$ cat config.mk
export PLATFORM = sky130hd
export DESIGN_NAME = aud_i2s_tx
export DESIGN_NICKNAME = d
export VERILOG_FILES = /design/src/rtl/aud_i2s_tx.sv
export SDC_FILE = /design/constraint.sdc
export NUM_CORES = 1
export LEC_CHECK = 0
export CAP_MARGIN = 20
export CORE_MARGIN = 2
export CORE_UTILIZATION = 29
export DETAILED_ROUTE_END_ITERATION = 10
export PLACE_DENSITY = 0.47
export SLEW_MARGIN = 20
export SYNTH_ARGS = -nofsm -noshare
export SYNTH_HDL_FRONTEND = slang
export SYNTH_SLANG_ARGS = --single-unit
$ cat constraint.sdc
create_clock -name i_clk -period 1.8 [get_ports i_clk]
set_input_delay 0.45 -clock i_clk [delete_from_list [all_inputs] [get_ports i_clk]]
set_output_delay 0.45 -clock i_clk [all_outputs]
set_load 0.01 [all_outputs]
$ cat src/rtl/aud_i2s_tx.sv
// aud_i2s_tx: I2S serial transmitter for the WM8731 DAC.
// Captures a signed sample at each left-channel start and shifts it out
// MSB-first on DACDAT. The right channel repeats the held sample, or sends
// zeros when DUP_RIGHT=0. All state changes on the falling edge of BCLK.
module aud_i2s_tx #(
  parameter int DATA_W    = 16,
  parameter bit DUP_RIGHT = 1'b1
) (
  input  logic              i_clk,
  input  logic              i_rst,
  input  logic              i_en,
  input  logic              i_mute,
  input  logic              i_daclrck,
  input  logic [DATA_W-1:0] i_dac_data,
  output logic              o_aud_dacdat,
  output logic              o_sample_req,
  output logic              o_active,
  output logic [15:0]       o_frame_cnt
);

  localparam int CNT_W = (DATA_W > 1) ? $clog2(DATA_W) : 1;
  localparam logic [CNT_W-1:0] LAST_BIT = CNT_W'(DATA_W - 1);

  typedef enum logic [1:0] {
    S_IDLE = 2'd0,
    S_SYNC = 2'd1,
    S_SEND = 2'd2,
    S_GAP  = 2'd3
  } state_t;

  state_t            state_reg, state_next;
  logic              lrc_reg;
  logic [CNT_W-1:0]  bit_cnt_reg, bit_cnt_next;
  logic [DATA_W-1:0] shreg_reg, shreg_next;
  logic [DATA_W-1:0] hold_reg, hold_next;
  logic              dacdat_reg, dacdat_next;
  logic              req_reg, req_next;
  logic [15:0]       frame_cnt_reg, frame_cnt_next;

  logic              left_start;
  logic              right_start;
  logic [DATA_W-1:0] capture_val;
  logic [DATA_W-1:0] right_val;

  // Channel edges are seen one BCLK after the codec moves DACLRCK.
  assign left_start  = lrc_reg & ~i_daclrck;
  assign right_start = ~lrc_reg & i_daclrck;
  assign capture_val = i_mute ? '0 : i_dac_data;
  assign right_val   = DUP_RIGHT ? hold_reg : '0;

  // State register and datapath registers, updated on the BCLK falling edge.
  always_ff @(negedge i_clk or posedge i_rst) begin
    if (i_rst) begin
      state_reg     <= S_IDLE;
      lrc_reg       <= 1'b1;
      bit_cnt_reg   <= '0;
      shreg_reg     <= '0;
      hold_reg      <= '0;
      dacdat_reg    <= 1'b0;
      req_reg       <= 1'b0;
      frame_cnt_reg <= '0;
    end else begin
      state_reg     <= state_next;
      lrc_reg       <= i_daclrck;
      bit_cnt_reg   <= bit_cnt_next;
      shreg_reg     <= shreg_next;
      hold_reg      <= hold_next;
      dacdat_reg    <= dacdat_next;
      req_reg       <= req_next;
      frame_cnt_reg <= frame_cnt_next;
    end
  end

  // Next-state logic: disable beats channel edges, channel edges beat shifting.
  // shreg holds the bits still to be sent; the MSB of a new word goes straight
  // to the output register at the edge where the word starts.
  always_comb begin
    state_next     = state_reg;
    bit_cnt_next   = bit_cnt_reg;
    shreg_next     = shreg_reg;
    hold_next      = hold_reg;
    dacdat_next    = 1'b0;
    req_next       = 1'b0;
    frame_cnt_next = frame_cnt_reg;

    if (!i_en) begin
      state_next   = S_IDLE;
      bit_cnt_next = '0;
      shreg_next   = '0;
      hold_next    = '0;
    end else begin
      case (state_reg)
        S_IDLE: begin
          state_next = S_SYNC;
        end
        S_SYNC, S_SEND, S_GAP: begin
          if (left_start) begin
            hold_next      = capture_val;
            shreg_next     = capture_val << 1;
            dacdat_next    = capture_val[DATA_W-1];
            bit_cnt_next   = '0;
            req_next       = 1'b1;
            frame_cnt_next = frame_cnt_reg + 16'd1;
            state_next     = S_SEND;
          end else if (right_start && state_reg != S_SYNC) begin
            shreg_next   = right_val << 1;
            dacdat_next  = right_val[DATA_W-1];
            bit_cnt_next = '0;
            state_next   = S_SEND;
          end else if (state_reg == S_SEND) begin
            if (bit_cnt_reg == LAST_BIT) begin
              state_next = S_GAP;
            end else begin
              dacdat_next  = shreg_reg[DATA_W-1];
              shreg_next   = shreg_reg << 1;
              bit_cnt_next = bit_cnt_reg + 1'b1;
            end
          end
        end
        default: begin
          state_next = S_IDLE;
        end
      endcase
    end
  end

  assign o_aud_dacdat = dacdat_reg;
  assign o_sample_req = req_reg;
  assign o_frame_cnt  = frame_cnt_reg;
  assign o_active     = (state_reg == S_SEND) || (state_reg == S_GAP);

endmodule

==> results of run 1 <==
final cells by class:
type,instances,area share (%)
clock buffers,6,2.17
inverters,8,1.01
repair buffers,122,25.5
multi-input cells,170,35.0
well taps,129,3.73
flip-flops and latches,56,32.4
clock inverters,3,0.289
logic make-up (layout without fill, tap and decap cells):
| logic type | Yosys count | count (layout) |
|---|---|---|
| simple gates | 68 | 69 |
| fa+ha+maj | 2 | 2 |
| mux | 10 | 10 |
| buf+inv | 27 | 139 |
| flops | 56 | 56 |
| compound gates | 74 | 74 |
| xor+xnor | 15 | 15 |
cell usage after synthesis, types with 2 or more instances:
cell type / n / area (sq um)
nand2b_1: 2 / 12.5
clkbuf_1: 4 / 15.0
nor2_1: 10 / 37.5
nor4_4: 2 / 42.5
nand4_1: 6 / 37.5
o221a_2: 5 / 56.3
dfrtn_1: 55 / 1380
buf_4: 3 / 22.5
buf_2: 10 / 50.1
a21oi_1: 2 / 10.0
nand3_1: 8 / 40.0
a32oi_1: 2 / 17.5
o21ai_0: 3 / 15.0
a22o_1: 20 / 175
a211oi_1: 2 / 15.0
ha_1: 2 / 25.0
a311oi_1: 3 / 26.3
nor3_1: 7 / 35.0
a32o_1: 5 / 50.1
o22ai_1: 12 / 75.1
nand2_1: 14 / 52.6
nor2b_1: 13 / 81.3
a21o_1: 3 / 22.5
o221a_1: 4 / 45.0
inv_1: 8 / 30.0
xor2_1: 3 / 26.3
mux2i_1: 9 / 90.1
xnor2_1: 12 / 105
o221ai_1: 3 / 26.3
a31oi_1: 2 / 12.5
final timing paths:
kind	depth (start not counted)	start	endpoint
worst min register to register	1	hold_reg[13]	hold_reg[13]
min in group asynchronous	2	i_rst	shreg_reg[11]
max in group asynchronous	3	i_rst	bit_cnt_reg[0]
worst min-delay path	1	hold_reg[13]	hold_reg[13]
worst max-delay path	6	i_daclrck	shreg_reg[6]
worst max register to register	8	o_frame_cnt[0]	o_frame_cnt[10]
per-stage QoR:
| step | instance area, sq um | std cells | utilization (%) | hold slack (ns) | TNS (ns) |
|---|---|---|---|---|---|
| global route | 4330 | 494 | 46.7 | 0.481 | -27.88 |
| detailed placement | 3770 | 453 | 40.6 | 0.444 | -80.77 |
| CTS | 4140 | 487 | 44.6 | 0.449 | -24.81 |
| global placement | 3770 | 453 | 40.6 | 0.439 | -78.25 |
| finish | 4330 | 494 | 46.7 | 0.452 | -25.46 |
| floorplan | 2940 | 252 | - | 0.427 | -26.89 |
routing by layer:
metal  GRT usage [%]  wire, microns
met1            22.1           3750
met2            26.7           3890
met4            2.46             31
met5               0              0
met3            2.39            259
what timing repair did:
| item | in CTS | in global routing |
|---|---|---|
| cloned | 2 | 2 |
| buffers inserted | 24 | 6 |
| resized for setup | 125 | 32 |
| pin swaps | 24 | 29 |
| endpoints found under the setup margin | 74 | 74 |
worst register-to-register path, delay by kind of cell (launching register included):
kind | cells | cell delay, ns
xor gates and xnor gates | 1 | 0.14
adders and majority gates | 1 | 0.26
buffers and inverters | 3 | 0.40
DFF | 1 | 0.44
and+or+nand+nor | 3 | 0.45
power breakdown:
group / internal (mW) / switching (mW) / leakage [nW] / total, mW
clock: 0.356 / 0.425 / 0.0628 / 0.781
sequential: 1.35 / 0.0581 / 0.763 / 1.41
combinational: 0.435 / 0.379 / 1.23 / 0.814
total: 2.14 / 0.863 / 2.06 / 3.00
==> flow_summary_export.csv, run 1 <==
group,metric,value,unit
worst_setup_path,worst-path-max-fanout,6,
worst_setup_path,cp_top_family,"simple AND/OR/NAND/NOR gates",
worst_setup_path,crit_arrival,1.48,ns
placement,port_buffers,39,
synthesis,avgSynthCellArea,11.1,sq um
worst_setup_path,crit_path_cell_trace,"buf_8, nor2b_4, o2bb2ai_2, or2_4, clkbuf_16, o221a_1",
floorplanning,start_util,30.1,%
clock_network,clkSinkCount,56,
worst_setup_path,cp_slowest_cell,"or2_4",
floorplanning,num_io_pins,40,
pwr,total_power,3.00,mW
layout,diodes,0,
routing,wl,7930,microns
routing,drtIter0Drc,84,
layout,multiInputGateArea,1520,sq um
synthesis,syn-cell-area,2800,sq um
synthesis,syn_nets,275,
worst_hold_path,worst_hold_path_type,"flip-flop to flip-flop",
clock_network,clk_latency,0.36,ns
synthesis,synth-seq-cells,56,
synthesis,ys_seq_area_share,50.2,%
worst_setup_path,max_stage_delay,0.27,ns
synthesis,syn-instance-count,252,
timing,setup_slack,-0.427,ns
synthesis,synth_top_family_by_area,"compound AO/OA/AOI/OAI gates",
timing,rsz0062_at_grt,"true",
worst_setup_path,rrSetupSlack,-0.01,ns
timing,relSlewSlack,68.6,%
placement,hpwl,5050,microns
global_route,antenna_found_initial,0,
worst_setup_path,start_kind,"primary input",
routing,detail-route-antenna-nets,0,
synthesis,yosys_warnings,0,
synthesis,ys_types,48,
synthesis,synth-xor-area-share,4.70,%
run_status,status,"complete, but fails checks",
timing,skew,0.0650,ns
layout,most-common-layout-cells,"buf_4 (62), dfrtn_1 (55), a22o_1 (20), buf_2 (17), clkdlybuf4s50_1 (15)",
layout,nNetsFinal,387,
synthesis,synth_mux_area_share,3.63,%
pwr,leakagePower,2.06,nW
synthesis,synth-edff-count,0,
worst_setup_path,cp-end-kind,"flip-flop",
clock_network,hold_buffers,0,
clock_network,cts_buffer_depth,2,
pwr,peakVddDrop,0.357,mV
layout,syn2layout_area_growth,55.0,%
worst_setup_path,critical_path_buf_inv_count,2,
placement,gp_congestion,0.733,
worst_setup_path,worstSetupPathType,"primary input to flip-flop",
global_route,grt-ovfl-total,0,
layout,layout-drive-gt1-share,46.0,%
floorplanning,rows,35,
floorplanning,coreArea,9280,sq um
layout,seq_area,1400,sq um
clock_network,cts_tree,"yes",
run,cap_viol_max_count,0,
placement,pre_cts_slack,-1.30,ns
timing,tightest_slew,0.467,ns
worst_setup_path,required,1.05,ns
synthesis,yosys.area_share.simple,13.8,%
synthesis,synth-compound-area-share,22.0,%
floorplanning,die_h,102,microns
timing,setup_viol,74,
layout,n_fill_cell,913,
floorplanning,die_x,102,microns
global_route,grt_first_pass_wirelength,12900,microns
global_route,grt_pass1_vias,2467,
synthesis,synthAdderAreaFrac,0.895,%
timing,hold_viol,0,
layout,final_common_cell,"buf_4",
clock_network,clk_pin_slew,0.06,ns
routing,dr.pass1.iters,5,
floorplanning,dieArea,10400,sq um
pwr,p_per_area,693,nW/um^2
synthesis,ys.flop_type,"dfrtn_1",
clock_network,cts_buffers,5,
routing,route.detailed.drc,0,
run_status,violations,"setup timing",
routing,num_vias,2442,
synthesis,async_flop_share,100,%
timing,drv_slew,0,
routing,viasPerCell,4.94,
routing,post_drt_wl_per_cell,16.0,microns
clock_network,root_buffer,"clkbuf_8",
clock_network,cts_max_level,2,
global_route,grt_util_all_layers,15.9,%
global_route,grt_max_degree,23,
(Power assumes the default switching activity.)
==> inputs of run 2 (changes only) <==
--- a/config.mk
+++ b/config.mk
@@ -9,6 +9,7 @@
 export CORE_MARGIN = 2
 export CORE_UTILIZATION = 29
 export DETAILED_ROUTE_END_ITERATION = 10
+export GPL_TIMING_DRIVEN = 0
 export PLACE_DENSITY = 0.47
 export SLEW_MARGIN = 20
 export SYNTH_ARGS = -nofsm -noshare
==> run 2 against run 1 <==
The flow still finishes with violations (setup timing). Non-clock buffer count down 9. First-iteration DRC count up 21%. Highest routed layer unchanged. Sequential share of layout area down 1.0 points. Utilization up 1.5 points. Die area unchanged.
==> flow_summary_export.csv, run 2 (same netlist as run 1, synthesis figures left out) <==
group,metric,value,unit
routing,detail-route-antenna-nets,0,
layout,fin_util,48.2,%
layout,final_common_cell,"dfrtn_1",
layout,nNetsFinal,377,
layout,syn2layout_area_growth,60.0,%
timing,setup_viol,74,
placement,gp_congestion,0.718,
clock_network,clk_pin_slew,0.07,ns
worst_setup_path,r2r_start,"state_reg[1]",
run_status,violations,"setup timing",
layout,most-common-layout-cells,"dfrtn_1 (55), buf_4 (31), buf_6 (28), a22o_1 (20), buf_2 (17)",
layout,layout-drive-gt1-share,46.5,%
timing,setup_slack,-0.500,ns
placement,port_buffers,38,
pwr,leakagePower,2.04,nW
routing,route.detailed.drc,0,
clock_network,cts_max_level,2,
worst_setup_path,rr_endpoint,"shreg_reg[6]",
routing,post_drt_wl_per_cell,17.4,microns
placement,hpwl,5060,microns
worst_setup_path,crit_arrival,1.57,ns
clock_network,hold_buffers,0,
worst_setup_path,worst-path-max-fanout,6,
timing,setup_tns,-26.90,ns
routing,num_vias,2473,
worst_hold_path,holdPathStages,1,
timing,relSlewSlack,54.2,%
pwr,peakVddDrop,0.333,mV
run,cap_viol_max_count,0,
floorplanning,die_h,102,microns
routing,dr.pass1.iters,4,
floorplanning,die_x,102,microns
routing,drtIter0Drc,102,
floorplanning,dieArea,10400,sq um
worst_setup_path,start_kind,"primary input",
clock_network,cts_buffers,5,
global_route,grt_pass1_vias,2544,
timing,tightest_slew,0.687,ns
worst_setup_path,rrSetupSlack,-0.23,ns
worst_hold_path,hold_path_end,"hold_reg[4]",
global_route,grt-ovfl-total,0,
floorplanning,start_util,30.1,%
timing,hold_viol,0,
clock_network,cts_buffer_depth,2,
timing,drv_slew,0,
routing,wl,8430,microns
floorplanning,coreArea,9280,sq um
clock_network,clk_latency,0.38,ns
worst_hold_path,worst_hold_path_type,"flip-flop to flip-flop",
layout,diodes,0,
clock_network,cts_tree,"yes",
global_route,grt_first_pass_wirelength,13500,microns
clock_network,clkSinkCount,56,
worst_setup_path,worstSetupPathType,"primary input to flip-flop",
routing,viasPerCell,5.11,
global_route,antenna_found_initial,0,
global_route,grt_max_degree,26,
run_status,status,"complete, but fails checks",
timing,rsz0062_at_grt,"true",
worst_setup_path,r2r_cells,7,
timing,skew,0.0667,ns
pwr,p_per_area,687,nW/um^2
clock_network,root_buffer,"clkbuf_8",
floorplanning,num_io_pins,40,
worst_setup_path,cp-end-kind,"flip-flop",
worst_setup_path,required,1.07,ns
global_route,grt_util_all_layers,16.8,%
worst_hold_path,min_from,"hold_reg[4]",
floorplanning,rows,35,
## run 2: power by group
group | total, mW | switching (mW) | internal (mW)
registers | 1.41 | 0.0642 | 1.35
logic | 0.874 | 0.403 | 0.471
clock network | 0.782 | 0.489 | 0.292
## run 2: timing repair
action / 4_1_cts / 5_1_grt
cloned: 5 / 2
pin swaps: 45 / 25
setup buffers: 44 / 7
gates resized for setup: 170 / 17
endpoints found under the setup margin: 99 / 75
hold endpoints to repair: 0 / 0
## run 2: per-stage QoR
stage | power (mW) | instance area, sq um | worst slack, ns | instances | hold WS (ns)
after floorplan | 1.80 | 2940 | -0.645 | 252 | 0.427
after detailed placement | 2.04 | 3530 | -1.52 | 421 | 0.421
final | 3.07 | 4470 | -0.500 | 484 | 0.451
after global routing | 3.23 | 4470 | -0.526 | 484 | 0.472
after CTS | 3.03 | 4350 | -0.571 | 478 | 0.449
after global placement | 2.02 | 3480 | -1.50 | 419 | 0.409
## run 2: area by class of cell
| type | count | area [sq um] |
|---|---|---|
| Fill cell | 876 | 4810 |
| Multi-Input combinational cell | 169 | 1600 |
| Sequential cell | 56 | 1400 |
| Timing Repair Buffer | 97 | 971 |
| Buffer | 16 | 199 |
| Tap cell | 129 | 161 |
| Clock buffer | 5 | 68.8 |
| Inverter | 8 | 35.0 |
| Clock inverter | 4 | 30.0 |
## run 2: critical path: stages
cell and delay, ns:
buf_12 0.10, nor2b_4 0.13, o2bb2ai_4 0.14, or2_1 0.23, buf_6 0.14, buf_8 0.13
o221a_1 0.23
## run 2: how the worst max path moves through the flow
stage	cells past startpoint	to	from	slack [ns]
4_1_cts	3	o_active	state_reg[1]	-0.57
2_1_floorplan	5	o_frame_cnt[7]	i_daclrck	-0.65
3_5_place_dp	7	shreg_reg[6]	i_daclrck	-1.52
5_1_grt	8	shreg_reg[5]	i_daclrck	-0.53
6_report	7	shreg_reg[8]	i_daclrck	-0.50
3_3_place_gp	7	shreg_reg[7]	i_daclrck	-1.50
## run 2: routing by layer
metal / track usage (%) / up-vias / part of all wire (%)
met2: 28.6 / 53 / 48
met5: 0 / - / 0
met1: 22.9 / 1260 / 48
met3: 2.39 / 9 / 2.6
met4: 3.38 / 0 / 0.97
li1: - / 1151 / -
